[src/rtl/pipe_hazard_ctrl.sv]
// pipe_hazard_ctrl: load-use interlock and EX/MEM operand forwarding evaluated alongside ID.
// Define PIPE_HAZ_MULDIV_EN to build the multiply/divide busy counter and its HI/LO stall.
module pipe_hazard_ctrl #(
    parameter int unsigned MD_LAT = 8
) (
    input  logic       clock,
    input  logic       reset,
    input  logic       id_valid,
    input  logic [4:0] id_rs,
    input  logic [4:0] id_rt,
    input  logic       id_use_rs,
    input  logic       id_use_rt,
    input  logic       id_wreg,
    input  logic [4:0] id_rn,
    input  logic       id_m2reg,
    input  logic       id_md_start,
    input  logic       id_md_use,
    output logic       stall,
    output logic [1:0] fwda,
    output logic [1:0] fwdb,
    output logic       md_busy
);

    logic       ex_wreg;
    logic [4:0] ex_rn;
    logic       ex_m2reg;
    logic       mem_wreg;
    logic [4:0] mem_rn;
    logic       mem_m2reg;

    logic       ex_hit_a;
    logic       ex_hit_b;
    logic       mem_hit_a;
    logic       mem_hit_b;
    logic       lu_stall;
    logic       md_stall;
    logic       id_eff;

    function automatic logic src_match(
        input logic       used,
        input logic [4:0] src,
        input logic       wreg,
        input logic [4:0] rn
    );
        return used && (src != 5'd0) && wreg && (rn == src);
    endfunction

    // A load sitting in EX cannot forward yet; that operand is held at 00 while stalling.
    function automatic logic [1:0] fwd_sel(
        input logic ex_hit,
        input logic ex_ld,
        input logic mem_hit,
        input logic mem_ld
    );
        if (ex_hit)
            return ex_ld ? 2'b00 : 2'b01;
        if (mem_hit)
            return mem_ld ? 2'b11 : 2'b10;
        return 2'b00;
    endfunction

    always_comb begin
        ex_hit_a  = src_match(id_use_rs, id_rs, ex_wreg,  ex_rn);
        ex_hit_b  = src_match(id_use_rt, id_rt, ex_wreg,  ex_rn);
        mem_hit_a = src_match(id_use_rs, id_rs, mem_wreg, mem_rn);
        mem_hit_b = src_match(id_use_rt, id_rt, mem_wreg, mem_rn);
        fwda      = fwd_sel(ex_hit_a, ex_m2reg, mem_hit_a, mem_m2reg);
        fwdb      = fwd_sel(ex_hit_b, ex_m2reg, mem_hit_b, mem_m2reg);
        lu_stall  = (ex_hit_a | ex_hit_b) & ex_m2reg;
        stall     = id_valid & (lu_stall | md_stall);
        id_eff    = id_valid & ~stall;
    end

    always_ff @(posedge clock) begin
        if (reset) begin
            ex_wreg   <= 1'b0;
            ex_rn     <= '0;
            ex_m2reg  <= 1'b0;
            mem_wreg  <= 1'b0;
            mem_rn    <= '0;
            mem_m2reg <= 1'b0;
        end else begin
            if (id_eff) begin
                ex_wreg  <= id_wreg;
                ex_rn    <= id_rn;
                ex_m2reg <= id_m2reg;
            end else begin
                ex_wreg  <= 1'b0;
                ex_rn    <= '0;
                ex_m2reg <= 1'b0;
            end
            mem_wreg  <= ex_wreg;
            mem_rn    <= ex_rn;
            mem_m2reg <= ex_m2reg;
        end
    end

`ifdef PIPE_HAZ_MULDIV_EN
    logic [3:0] md_cnt;

    always_ff @(posedge clock) begin
        if (reset)
            md_cnt <= '0;
        else if (id_eff && id_md_start)
            md_cnt <= 4'(MD_LAT);
        else if (md_cnt != '0)
            md_cnt <= md_cnt - 4'd1;
    end

    always_comb begin
        md_busy  = (md_cnt != '0);
        md_stall = id_md_use & md_busy;
    end
`else
    logic [5:0] unused_md;

    always_comb begin
        unused_md = {id_md_start, id_md_use, 4'(MD_LAT)};
        md_busy   = 1'b0;
        md_stall  = 1'b0;
    end
`endif

endmodule
[config.mk]
export PLATFORM = sky130hd
export DESIGN_NAME = pipe_hazard_ctrl
export DESIGN_NICKNAME = d
export VERILOG_FILES = /design/src/rtl/pipe_hazard_ctrl.sv
export SDC_FILE = /design/constraint.sdc
export NUM_CORES = 1
export LEC_CHECK = 0
export CAP_MARGIN = 10
export CORE_UTILIZATION = 41
export DETAILED_ROUTE_END_ITERATION = 6
export PLACE_DENSITY = 0.8
export SLEW_MARGIN = 20
export SYNTH_ARGS = -nofsm -noshare
export SYNTH_HDL_FRONTEND = slang
export SYNTH_SLANG_ARGS = --single-unit
[constraint.sdc]
create_clock -name clock -period 2.2 [get_ports clock]
set_clock_uncertainty 0.2 [all_clocks]
set_input_delay 0.22 -clock clock [delete_from_list [all_inputs] [get_ports clock]]
set_output_delay 0.22 -clock clock [all_outputs]
set_load 0.02 [all_outputs]
# After elaboration in Yosys (flattened, before gate mapping)
# Index checks and enable logic that the tools add are counted.
# Widths: inputs -> output; s select.
word_totals:
  inputBits: 24
  regBits: 14
classes:
  mux: 16
  reduce_logical: 13
  eq_ne: 4
  bitwise: 6
op_table:
  columns: ["op", "count"]
  rows:
  - ["$eq 5x5->1", 4]
  - ["$mux 2", 8]
  - ["$logic_and 1x1->1", 10]
  - ["$reduce_bool 5->1", 2]
  - ["$mux 1", 8]
  - ["$and 1x1->1", 3]
  - ["$not 1->1", 2]
  - ["$reduce_or 2->1", 1]
  - ["$or 1x1->1", 1]

# Depth between registers and ports, before layout
# Gate-level depths: netlist of run 1.
logic_depth:
  word_depth: 11
  mapped_depth: 5

# Least setup slack after synthesis of run 1
# Ideal clock, no wire load.
synth_timing:
  kind: "input-to-output"
  startpoint: "input port id_rs[1]"
  endpoint: "output port fwda[0]"
  setup_slack_ns: 0.069
  path_buffers: 0
  arrival_time_ns: 1.711
  cell_stages: 5
  cell_sequence: "or4_4 > o21ai_2 > nand4b_1 > nor3b_2 > o2bb2ai_1"
synth_via:
  elab_chain_len: 8
  elab_cells_between_ends: 14
  cone_classes: "2 x eq/ne; 6 x mux; 6 x reduce/logical"
synth_rtl:
  columns: ["item", "line", "source"]
  rows:
  - ["start, declared", "9", "input logic [4:0] id_rs,"]
  - ["$reduce_bool 5->1", "45", "return used && (src != 5'd0) && wreg && (rn == src);"]
  - ["$logic_and 1x1->1 (3 in series)", "45", null]
  - ["$mux 1 (2 in series)", "57", "if (mem_hit)"]
  - ["$mux 2", "59", "return 2'b00;"]
  - ["$mux 2 *", "57", null]
  - ["end, declared", "19", "output logic [1:0] fwda,"]
# Every way passes the cells marked *; elsewhere a longest branch is shown, timed or not. The select of a mux whose other input is x is not followed.

# Worst setup path in the final report of run 1
layout_timing:
  startpoint: "register ex_rn[1]"
  endpoint: "output port stall"
layout_via:
  elab_chain_len: 5
  elab_cells_between_ends: 7
  cone_classes: "2 x eq/ne; 3 x bitwise; 2 x reduce/logical"
layout_rtl:
  columns: ["item", "line", "source"]
  rows:
  - ["start, declared", "25", "logic [4:0] ex_rn;"]
  - ["start signal, assigned", "85", "ex_rn <= id_rn;"]
  - ["$eq 5x5->1", "45", null]
  - ["$logic_and 1x1->1", "45", null]
  - ["$or 1x1->1 *", "69", "lu_stall = (ex_hit_a | ex_hit_b) & ex_m2reg;"]
  - ["$and 1x1->1 *", "69", null]
  - ["$and 1x1->1 *", "70", "stall = id_valid & (lu_stall | md_stall);"]
  - ["end, declared", "18", "output logic stall,"]
# Every way passes the cells marked *; elsewhere a longest branch is shown, timed or not.

==> run metrics, run 1 <==
Post-Synthesis Cells=76; worst r2r dst=ex_rn[3]$_SDFF_PP0_; R2R depth=7; Core ar.=about 0.0016 sq mm; DRT iter0 DRCs=9; Combinational Power Share=19.7%; cts bufs inserted=3; dpl hpwl=1.28 mm; initial antenna violation count=0; Routed WL=1.70 mm; Root Driver=clkbuf_4; DRT Pass-1 Iters=6; DIE HEIGHT=44.1 um; Die X=44.1 um; total power=0.553 mW; Rows=14; maximum buffer depth of the clock tree=2; area growth from synthesis to layout=61.0%; number of synthesized register bits=14; total track usage=between 10% and 20%; Max-Cap Viols=0; Critical Path End Type=output port; via/cell ratio=approximately 5.0; via count=slightly below 700; Final Cycle Share=100%; DRT antenna net count=0; DRC Markers=3; sequential-to-total area share from yosys stat=38.5%; Synth top area share=38.5%; Clock Latency Late Sink=about 0.27 ns; FILL cells=about 130; largest area contributor in the netlist=dfxtp_1; pwr/cell area=~470 mW/mm^2; Starting Density=46.2%; first-pass GRT wire length=2.77 mm; hold crit path type=in2reg; Worst Setup Start Kind=flip-flop; largest cells by area after synthesis=dfxtp_1, xor2_1, nor2b_1, xnor2_1, nand2_1; Clock Pin Slew Worst Setup and Hold Paths=0.07 ns; # port buffers=26; P_leak=0.519 nW; Sw Share=between 20% and 30%; final worst-path setup slack=-0.00611 ns; CP arrival=1.79 ns; Post-Synth Simple-Gate Area=29.6%; GRT overflow=0; Pins Over Slew Limit=0; RSZ-0062 raised after global routing=true; Synthesized Nets=100; WHS Endpoint=ex_rn[1]$_SDFF_PP0_; Unique masters post-synth=18; Max FO, Critical Path=3; number of global-route vias before repair=681; hold buffers post-CTS=0; GP Congestion=0.754; Reg2Reg Setup Slack=around 0.43 ns; Worst VDD drop=between 0.0003 and 0.0004 V; Clock power frac=31.5%; Compound-Gate Fraction of Synth Area=~6.4%; main combinational cell family by area after synthesis=simple AND/OR/NAND/NOR gates; ys flop type=dfxtp_1; count leader, synth=xor2_1; Layout Nets=146; Switch Pwr=0.125 mW; crit path time final=2.21 ns; largest net degree at the start of global routing=9; post-synthesis mux area share=0%; CTS tree=done; cell total after placement=130; Hold Vio Cnt, Final=0; Syn Area/Cell=between 9 and 10 sq um; clock sinks=14; WP data required=between 1.5 and 2 ns; n_diodes=0; status=finished, violations left; die footprint=roughly 0.0019 sq mm; fmax=453 MHz; fraction of layout cells with a size suffix above 1=between 30 and 40%; Adder-Cell Fraction of Synth Area=0%; sequential power share=about half; routed len/inst=12.4 um; WHS Path Cells=3; Setup Viol. Count Final=1; Yosys warnings=0; number of flops mapped to enable cells by yosys=0; failing checks=design-rule violations, negative setup slack; internal power=~0.43 mW; xor/xnor cell area share of the yosys netlist=roughly a quarter; ys async rst share=0%; min-delay src=id_rn[1]; Ports=30; Critical R2R Launch=ex_rn[1]$_SDFF_PP0_; Mapped Area=about 730 sq um; crit path kind=reg2out; H-tree depth=1; top cell types by occurrence after synthesis=xor2_1, dfxtp_1, nor2b_1; non-filler cells, final=around 140
## placed cells by master (no fill, tap or decap)
master / count
buf_4: 17
xor2_1: 15
clkdlybuf4s50_1: 12
dfxtp_1: 9
nor2b_1: 8
nand2_1: 7
nor2_1: 7
xnor2_1: 4
dfxtp_2: 4
dlygate4sd2_1: 4
nor4_2: 3
clkbuf_4: 3
clkbuf_2: 3
buf_6: 3
or4_4: 2
o21ai_2: 2
nand3_1: 2
nand4b_1: 2
nor3b_2: 2
o2bb2ai_1: 2
clkdlybuf4s15_1: 2
xor2_2: 1
nor4_1: 1
a21boi_4: 1
and2_4: 1
conb_1: 1
clkbuf_8: 1
dfxtp_4: 1
buf_2: 1
## worst max path at each step
stage / from / end / slack, ns / cells past startpoint
floorplan: id_rs[1] / fwda[0] / 0.07 / 5
detailed placement: id_rt[4] / fwdb[0] / -0.67 / 7
global placement: id_rt[4] / fwdb[0] / -0.67 / 7
global route: ex_rn[1]$_SDFF_PP0_ / stall / -0.11 / 7
finish: ex_rn[1]$_SDFF_PP0_ / stall / -0.006 / 7
CTS: ex_rn[1]$_SDFF_PP0_ / stall / -0.02 / 7
## power by group through the flow
stage	Sequential (mW)	Combinational, mW	Clock [mW]
finish	0.270	0.109	0.174
global route	0.271	0.119	0.196
CTS	0.270	0.103	0.183
detailed placement	0.276	0.103	0
global placement	0.276	0.101	0
floorplan	0.274	0.0388	0
## cell families (layout without fill, tap and decap cells)
logic type / count (synthesis) / in the layout
AO/OA/AOI/OAI: 5 / 5
XOR/XNOR: 20 / 20
buffers and inverters: 1 / 46
flip-flops: 14 / 14
other: 1 / 1
AND/OR/NAND/NOR: 35 / 35
## flip-flops by register name, summed over array words and instances (netlist names)
signal and count:
mem_rn 5, mem_wreg 1, ex_wreg 1, ex_m2reg 1
ex_rn 5, mem_m2reg 1
## critical path, stage by stage, from the launching register on
cell and delay (ns):
dfxtp_2 0.34, xor2_1 0.15, nor4_1 0.30, nand4b_1 0.15
buf_4 0.17, a21boi_4 0.15, and2_4 0.15, buf_6 0.10
## layer usage
metal / global-route usage, % / share of wire [%] / vias to the layer above / routed length, um
li1: - / - / 345 / -
met1: 21.9 / 40 / 314 / 675
met2: 35.0 / 53 / 24 / 901
met3: 3.27 / 6.5 / 2 / 111
met4: 10.9 / 0.76 / 0 / 13
met5: 0 / 0 / - / 0
## area by class of cell
type | instances | area [sq um] | share of cell area (%)
Multi-Input combinational cell | 61 | 470 | 40.1
Timing Repair Buffer | 42 | 357 | 30.4
Sequential cell | 14 | 289 | 24.7
Clock buffer | 4 | 36.3 | 3.09
Tap cell | 16 | 20.0 | 1.71
## what timing repair did
item,in CTS,in global routing
resized for setup,37,18
setup buffers,2,1
endpoints found under the setup margin,5,5
pin swaps,9,13
## through the flow
step | hold slack (ns) | TNS (ns) | cell area, sq um | util, % | worst slack [ns]
final | 0.266 | -0.00611 | 1170 | 74.4 | -0.00611
after global routing | 0.283 | -0.198 | 1170 | 74.4 | -0.114
after CTS | 0.253 | -0.0225 | 1140 | 72.5 | -0.0225
after detailed placement | 0.288 | -3.19 | 1100 | 69.7 | -0.674
after global placement | 0.287 | -3.09 | 1100 | 69.7 | -0.666
after floorplan | 0.0916 | 0 | 728 | - | 0.0685
No activity file was read; power rests on OpenSTA's default activity.
==> inputs of run 2 (changes only) <==
--- a/config.mk
+++ b/config.mk
@@ -7,9 +7,10 @@
 export LEC_CHECK = 0
 export CAP_MARGIN = 10
 export CORE_UTILIZATION = 41
+export CTS_CLUSTER_DIAMETER = 50
 export DETAILED_ROUTE_END_ITERATION = 6
 export PLACE_DENSITY = 0.8
-export SLEW_MARGIN = 20
+export SLEW_MARGIN = 10
 export SYNTH_ARGS = -nofsm -noshare
 export SYNTH_HDL_FRONTEND = slang
 export SYNTH_SLANG_ARGS = --single-unit
==> constraint.sdc (replaced) <==
create_clock -name clock -period 2.1 [get_ports clock]
set_clock_uncertainty 0.2 [all_clocks]
set_input_delay 0.21 -clock clock [delete_from_list [all_inputs] [get_ports clock]]
set_output_delay 0.21 -clock clock [all_outputs]
set_load 0.02 [all_outputs]
==> run metrics, run 2 (synthesis results as in run 1) <==
total track usage=23.0% (was 19.6%); via count=697 (was 685); Final Cycle Share=107%; via/cell ratio=5.01 (was 5.00); post-route cell area=0.00121 sq mm (was 0.00117 sq mm); fraction of layout cells with a size suffix above 1=37.4% (was 37.2%); Place WS=-0.811 ns (was -0.674 ns); Routed WL=1.96 mm (was 1.70 mm); Critical R2R Launch=ex_rn[1]$_SDFF_PP0_ (unchanged); Setup Viol. Count Final=5 (was 1); n_diodes=0 (unchanged); RSZ-0062 raised after global routing=true (unchanged); DRT Pass-1 Iters=7 (was 6); FF/Latch Area=287 sq um (was 289 sq um); Rows=14 (unchanged); fmax=between 400 and 500 MHz; crit-path cells=xor2_1, nor4_2, nand4b_1, buf_4, a21boi_2, and2_1, buf_6 (was xor2_1, nor4_1, nand4b_1, buf_4, a21boi_4, and2_4, buf_6); WP data required=1.69 ns (was 1.78 ns); Max-Cap Viols=0 (unchanged); die footprint=0.00195 sq mm (unchanged); cts bufs inserted=3 (unchanged); first-pass GRT wire length=3.13 mm (was 2.77 mm); largest net degree at the start of global routing=9 (unchanged); number of global-route vias before repair=729 (was 681); Core ar.=0.00158 sq mm (unchanged); biggest regs=ex_rn: 5 flops, mem_rn: 5 flops (unchanged); Multi-input gate area=480 sq um (was 470 sq um); Root Driver=clkbuf_4 (unchanged); hold crit path type=in2reg (unchanged); CP arrival=1.83 ns (was 1.79 ns); WHS Path Cells=3 (unchanged); area growth from synthesis to layout=65.6% (was 61.0%); H-tree depth=1 (unchanged); Hold Vio Cnt, Final=0 (unchanged); Die X=44.1 um (unchanged); DRT iter0 DRCs=16 (was 9); Starting Density=46.2% (unchanged); CP Buf/Inv Count=2 (unchanged); placed cell areas=0.00111 sq mm (was 0.00110 sq mm); R2R depth=8 (was 7); DRT antenna net count=0 (unchanged); hold_ws=0.245 ns (was 0.266 ns); Max FO, Critical Path=3 (unchanged); Largest stage delay, worst path=0.34 ns (about the same); DIE HEIGHT=44.1 um (unchanged); FILL cells=109 (was 125); cell total after placement=130 (unchanged); commonest non-fill, non-tap cell in the layout=buf_4 (unchanged); Worst path slowest cell=dfxtp_2 (unchanged); dpl hpwl=1.41 mm (was 1.28 mm); cell family with most CP delay=simple AND/OR/NAND/NOR gates (unchanged); most frequent cells in the layout=buf_4, xor2_1, clkdlybuf4s50_1 (unchanged); routed len/inst=14.1 um (was 12.4 um); Critical Path End Type=output port (unchanged); non-filler cells, final=139 (was 137); # port buffers=26 (unchanged); Ports=30 (unchanged); P_leak=0.526 nW (was 0.519 nW); Layout Nets=148 (was 146); Clock Latency Late Sink=0.28 ns (was 0.27 ns); Worst VDD drop=0.000419 V (was 0.000337 V); failing checks=design-rule violations, negative setup slack (unchanged); Clock Pin Slew Worst Setup and Hold Paths=0.08 ns (was 0.07 ns); crit path kind=reg2out (unchanged); final worst-path setup slack=-0.142 ns (was -0.00611 ns); crit path time final=2.24 ns; pwr/cell area=484 mW/mm^2 (was 472 mW/mm^2); Reg2Reg Setup Slack=0.21 ns (was 0.43 ns); maximum buffer depth of the clock tree=2 (unchanged); status=finished, violations left (unchanged); GRT overflow=0 (unchanged); min-delay src=id_rn[3] (was id_rn[1]); DRC Markers=4 (was 3); worst r2r dst=ex_rn[0]$_SDFF_PP0_ (was ex_rn[3]$_SDFF_PP0_); Worst Setup Start Kind=flip-flop (unchanged); clock sinks=14 (unchanged); CTS tree=done (unchanged); Pins Over Slew Limit=0 (unchanged); GP Congestion=0.822 (was 0.754); initial antenna violation count=0 (unchanged); WHS Endpoint=ex_rn[3]$_SDFF_PP0_ (was ex_rn[1]$_SDFF_PP0_)
run 2: worst max-delay path by stage:
stage / from / end / slack [ns] / depth (start not counted)
floorplan: id_rs[1] / fwda[0] / 0.008 / 5
global placement: id_rs[1] / fwda[0] / -0.82 / 7
detailed placement: id_rs[1] / fwda[0] / -0.81 / 7
CTS: ex_rn[4]$_SDFF_PP0_ / stall / -0.14 / 7
global route: ex_rn[4]$_SDFF_PP0_ / stall / -0.24 / 7
finish: ex_rn[1]$_SDFF_PP0_ / stall / -0.14 / 7
run 2: repair_timing:
item / in CTS / in global routing
gates resized for setup: 54 / 3
buffers inserted: 5 / 0
setup endpoints to repair: 5 / 5
hold buffers: 0 / 0
pin swaps: 13 / 2
run 2: metal layers:
metal	up-vias	GRT usage (%)	routed length (um)	part of all wire (%)
met1	322	25.8	836	43
met4	0	18.2	68	3.5
met3	6	2.86	95	4.8
li1	345	-	-	-
met5	-	0	0	0
met2	24	39.1	960	49
run 2: worst min-delay path, delay by kind of cell:
kind | cells | cell delay [ns]
buffers and inverters | 1 | 0.39
AND/OR/NAND/NOR | 2 | 0.08
run 2: stage by stage:
step / TNS (ns) / utilization (%) / power [mW]
final: -0.472 / 76.5 / 0.583
after detailed placement: -4.76 / 70.5 / 0.399
after CTS: -0.377 / 75.4 / 0.583
after floorplan: 0 / - / 0.328
after global placement: -4.75 / 70.5 / 0.396
after global routing: -0.946 / 76.5 / 0.609
run 2: power breakdown:
| group | switching, mW | internal, mW |
|---|---|---|
| sequential | 0.00922 | 0.274 |
| combinational | 0.0467 | 0.0678 |
| clock | 0.0805 | 0.106 |
run 2: layout make-up:
cell class | count | share of cell area (%)
clock buffers | 4 | 3.01
flip-flops and latches | 14 | 23.8
repair buffers | 44 | 31.7
multi-input cells | 61 | 39.8
well taps | 16 | 1.66
==> inputs of run 3 (changes only) <==
--- a/config.mk
+++ b/config.mk
@@ -5,7 +5,6 @@
 export SDC_FILE = /design/constraint.sdc
 export NUM_CORES = 1
 export LEC_CHECK = 0
-export CAP_MARGIN = 10
 export CORE_UTILIZATION = 41
 export CTS_CLUSTER_DIAMETER = 50
 export DETAILED_ROUTE_END_ITERATION = 6
@@ -14,3 +13,4 @@
 export SYNTH_ARGS = -nofsm -noshare
 export SYNTH_HDL_FRONTEND = slang
 export SYNTH_SLANG_ARGS = --single-unit
+export TNS_END_PERCENT = 50
==> run metrics, run 3 (synthesis results as in run 1) <==
status=finished, violations left (unchanged); failing checks=design-rule violations, negative setup slack (unchanged); GP Congestion=0.833 (was 0.822); Critical R2R Launch=ex_rn[4]$_SDFF_PP0_ (was ex_rn[1]$_SDFF_PP0_); fmax=445 MHz (was 446 MHz); number of global-route vias before repair=607 (was 729); Rows=14 (unchanged); Worst Setup Start Kind=flip-flop (unchanged); Root Driver=clkbuf_4 (unchanged); clock sinks=14 (unchanged); Clock Pin Slew Worst Setup and Hold Paths=0.08 ns (about the same); DRT Pass-1 Iters=6 (was 7); cell family with most CP delay=simple AND/OR/NAND/NOR gates (unchanged); dpl hpwl=1.33 mm (was 1.41 mm); routed len/inst=13.0 um (was 14.1 um); Clock Latency Late Sink=0.27 ns (was 0.28 ns); Routed WL=1.75 mm (was 1.96 mm); DRT iter0 DRCs=10 (was 16); Ports=30 (unchanged); first-pass GRT wire length=2.74 mm (was 3.13 mm); crit path time final=2.25 ns (was 2.24 ns); Worst path slowest cell=dfxtp_2 (unchanged); Layout Nets=144 (was 148); Sw Share=22.8% (was 23.4%); Largest stage delay, worst path=0.35 ns (was 0.34 ns); sequential power share=49.1% (was 48.5%); placed cell areas=0.00110 sq mm (was 0.00111 sq mm); most frequent cells in the layout=buf_4, xor2_1, clkdlybuf4s50_1 (unchanged); Place WS=-0.779 ns (was -0.811 ns); Finished Core Util=73.1% (was 76.5%); crit-path cells=xor2_1, nor4_2, nand4b_1, buf_4, a21boi_4, and2_4, buf_6 (was xor2_1, nor4_2, nand4b_1, buf_4, a21boi_2, and2_1, buf_6); internal power=0.446 mW (was 0.447 mW); P_leak=0.505 nW (was 0.526 nW); commonest non-fill, non-tap cell in the layout=buf_4 (unchanged); CP arrival=1.84 ns (was 1.83 ns); CTS tree=done (unchanged); CP Buf/Inv Count=2 (unchanged); hold crit path type=in2reg (unchanged); Max FO, Critical Path=3 (unchanged); total track usage=19.6% (was 23.0%); crit path kind=reg2out (unchanged); area growth from synthesis to layout=58.2% (was 65.6%); Final Cycle Share=107% (about the same); RSZ-0062 raised after global routing=true (unchanged); TNS Setup=-0.252 ns (was -0.472 ns); Setup Viol. Count Final=3 (was 5); GRT overflow=0 (unchanged); WHS Endpoint=ex_rn[1]$_SDFF_PP0_ (was ex_rn[3]$_SDFF_PP0_); DIE HEIGHT=44.1 um (unchanged); DRT antenna net count=0 (unchanged); biggest regs=ex_rn: 5 flops, mem_rn: 5 flops (unchanged); Critical Path End Type=output port (unchanged); Switch Pwr=0.132 mW (was 0.136 mW); largest net degree at the start of global routing=9 (unchanged); worst r2r dst=ex_rn[4]$_SDFF_PP0_ (was ex_rn[0]$_SDFF_PP0_); # port buffers=26 (unchanged); Pins Over Slew Limit=0 (unchanged); Die X=44.1 um (unchanged); min-delay src=id_rn[1] (was id_rn[3]); H-tree depth=1 (unchanged); WHS Path Cells=3 (unchanged); initial antenna violation count=0 (unchanged); Worst VDD drop=0.000474 V (was 0.000419 V); die footprint=0.00195 sq mm (unchanged); fraction of layout cells with a size suffix above 1=33.6% (was 37.4%); WP data required=1.69 ns (about the same); Combinational Power Share=18.9% (was 19.6%); DRC Markers=3 (was 4); n_diodes=0 (unchanged); post-route cell area=0.00115 sq mm (was 0.00121 sq mm); Clock power frac=32.0% (was 31.9%); Max-Cap Viols=0 (unchanged); Core ar.=0.00158 sq mm (unchanged); R2R depth=7 (was 8); Reg2Reg Setup Slack=0.28 ns (was 0.21 ns); via count=664 (was 697); hold buffers post-CTS=0 (unchanged); final worst-path setup slack=-0.148 ns (was -0.142 ns); total power=0.578 mW (was 0.583 mW); pwr/cell area=501 mW/mm^2 (was 484 mW/mm^2); via/cell ratio=4.92 (was 5.01); Hold Vio Cnt, Final=0 (unchanged); maximum buffer depth of the clock tree=2 (unchanged); Starting Density=46.2% (unchanged); cts bufs inserted=3 (unchanged)
==> run 3: cell types whose count changed in the layout (fill, tap and decap cells not counted), moves of 2 or more <==
cell             delta
buf_4               -3
clkdlybuf4s15_1     +2
clkdlybuf4s15_2     -2
xor2_1              +2
xor2_2              -2
==> run 3: final cells by class <==
class                   instances  area, sq um
flip-flops and latches         14          284
well taps                      16         20.0
clock buffers                   4         36.3
multi-input cells              61          469
repair buffers                 40          343
fillers                       124          424
==> run 3: repair_timing <==
item | CTS | global route
setup buffers | 2 | 0
endpoints found under the hold margin | 0 | 0
gates resized for setup | 45 | 10
setup endpoints to repair | 5 | 5
pin swaps | 8 | 8
==> run 3: how the worst max path moves through the flow <==
stage	startpoint	to	slack, ns	depth (start not counted)
after floorplan	id_rt[3]	fwdb[0]	-0.008	5
after global placement	id_rs[1]	fwda[0]	-0.73	7
after detailed placement	id_rs[1]	fwda[0]	-0.78	7
after CTS	ex_rn[1]$_SDFF_PP0_	stall	-0.17	7
after global routing	ex_rn[4]$_SDFF_PP0_	stall	-0.30	7
final	ex_rn[4]$_SDFF_PP0_	stall	-0.15	7
==> run 3: routing by layer <==
| layer | global-route usage, % | vias to the layer above | wire [um] |
|---|---|---|---|
| met3 | 2.04 | 2 | 90 |
| li1 | - | 339 | - |
| met5 | 0 | - | 0 |
| met1 | 25.0 | 302 | 813 |
| met2 | 30.3 | 21 | 826 |
| met4 | 14.5 | 0 | 23 |
==> run 3: through the flow <==
| stage | instances | hold slack, ns |
|---|---|---|
| 2_1_floorplan | 76 | 0.0816 |
| 3_3_place_gp | 129 | 0.286 |
| 3_5_place_dp | 129 | 0.293 |
| 4_1_cts | 135 | 0.234 |
| 5_1_grt | 135 | 0.241 |
| 6_report | 135 | 0.246 |
==> run 3: power by group through the flow <==
stage	clock network, mW	registers [mW]	logic, mW
2_1_floorplan	0	0.287	0.0411
3_3_place_gp	0	0.289	0.107
3_5_place_dp	0	0.289	0.108
4_1_cts	0.194	0.283	0.107
5_1_grt	0.207	0.285	0.118
6_report	0.185	0.284	0.109
==> run 3: worst register-to-register path: cells and delay by family (launching register included) <==
kind                      cells  cell delay (ns)
AOI/OAI and AO/OA             1             0.14
xor gates and xnor gates      1             0.17
buffers and inverters         2             0.33
DFF                           1             0.35
and+or+nand+nor               3             0.53
==> variant (settings of run 3) <==
The option `PIPE_HAZ_MULDIV_EN` is turned on by a define.
--- a/src/rtl/pipe_hazard_ctrl.sv
+++ b/src/rtl/pipe_hazard_ctrl.sv
@@ -1,5 +1,7 @@
 // pipe_hazard_ctrl: load-use interlock and EX/MEM operand forwarding evaluated alongside ID.
 // Define PIPE_HAZ_MULDIV_EN to build the multiply/divide busy counter and its HI/LO stall.
+`define PIPE_HAZ_MULDIV_EN
+
 module pipe_hazard_ctrl #(
     parameter int unsigned MD_LAT = 8
 ) (
Formal check against the unedited RTL: not equivalent (Yosys sat finds a counterexample within 4 cycles, from zero or initial values and one cycle with reset high).
==> variant against run 3 <==
The flow finishes with violations (negative setup slack); critical path type unchanged; sequential cell count grew 4; wire length grew 43%; power grew 100%; sequential share of layout area shrank 0.61 points; setup slack gained 0.079 ns; critical path depth is the same; global-route usage grew 0.87 points; combinational power grew to 4.8 times the old value; final cell count grew 32%; synthesized area grew 29%; non-clock buffer count grew 10; design area grew 33%.
==> variant: results (changes against run 3) <==
Outcome:
- The flow ran to the end, but the final reports show violations.
- The checks that failed: negative setup slack.

Yosys:
- After synthesis, the most frequently instantiated cells are dfxtp_1, xnor2_1, xor2_1.
- The sequential fraction of the synthesis area is 38.3% (-0.14 points).
- The net count of the mapped netlist is 124 (+24%).
- The number of cells produced by synthesis came to 98 (+29%).
- The count of unique library cells instantiated by Yosys is 27 (+9).

Critical path:
- The internal reg-to-reg setup slack is 0.13 ns (-0.15 ns).
- Tracing the worst setup path back leads to its startpoint at ex_rn[3].

Power:
- The fraction of power spent switching nets came to 33.2% (+10 points).
- The worst IR drop on VDD is 0.877 mV (+85%).
- The reported leakage power is 0.629 nW (+24%).

Detailed routing:
- The first-pass detailed-route iteration total is 4 (-2).
- The total routed wirelength came to 2510 µm (+43%).
- The initial detailed-routing violation count is 15 (+5).
- The number of vias per cell is 5.17 (+5.1%).

Place:
- The post-DP HPWL is 1730 µm (+30%).
- The number of buffers inserted by port buffering was 29 (+12%).
- The placer's final routability congestion estimate came to 0.906 (+8.7%).
- The instance count after placement with tap cells included is 172 (+33%).

STA:
- The final setup violation count is 3 (unchanged).
- The setup slack after layout is -0.0689 ns (+0.0790 ns).
- The aggregate negative setup slack is -0.120 ns (+0.132 ns).

Finish:
- The number of nets in the finished design was 178 (+24%).
- In the final layout, the registers with the most flip-flops are ex_rn: 5 flops, mem_rn: 5 flops, md_cnt: 4 flops.
==> variant: cell count changes in the layout (fill, tap and decap cells not counted), moves of 4 or more <==
cell and change:
xor2_1 -8, and4_1 +7, xnor2_1 +7, buf_4 +5, inv_1 +4, nor2_1 -4
==> variant: per-layer routing <==
metal  share of wire (%)  vias to the layer above  wire length (µm)
li1                    -                      454                 -
met2                  50                       41              1250
met1                  44                      421              1110
met3                 5.1                        4               127
met5                   0                        -                 0
met4                0.92                        0                23
==> variant: how the worst min path moves through the flow <==
stage	from	end	slack, ns	cells after the start
finish	id_rn[2]	ex_rn[2]	0.28	2
global route	id_rn[4]	ex_rn[4]	0.28	2
CTS	id_rn[1]	ex_rn[1]	0.27	2
detailed placement	ex_wreg	mem_wreg	0.30	1
global placement	ex_wreg	mem_wreg	0.28	1
floorplan	id_valid	md_cnt[3]	0.16	1
==> variant: what timing repair did <==
action / CTS / global route
hold buffers: 0 / 0
endpoints found under the setup margin: 6 / 6
resized for setup: 60 / 10
pin swaps: 14 / 5
buffers inserted: 2 / 0
==> variant: power by group through the flow <==
stage	Clock (mW)	Combinational [mW]	Sequential [mW]
2_1_floorplan	0	0.276	0.431
3_3_place_gp	0	0.486	0.439
3_5_place_dp	0	0.509	0.441
4_1_cts	0.212	0.501	0.436
5_1_grt	0.230	0.583	0.445
6_report	0.208	0.522	0.439
==> variant: cell families after synthesis <==
kind of cell,after synthesis
xor gates and xnor gates,22
DFF,18
adders and majority gates,2
buffers and inverters,5
and+or+nand+nor,36
AOI/OAI and AO/OA,15
==> variant: area by class of cell <==
type,instances,area (µm²)
multi-input cells,75,642
repair buffers,50,435
flip-flops and latches,18,368
fillers,163,532
well taps,27,33.8
clock buffers,4,36.3
inverters,4,15.0
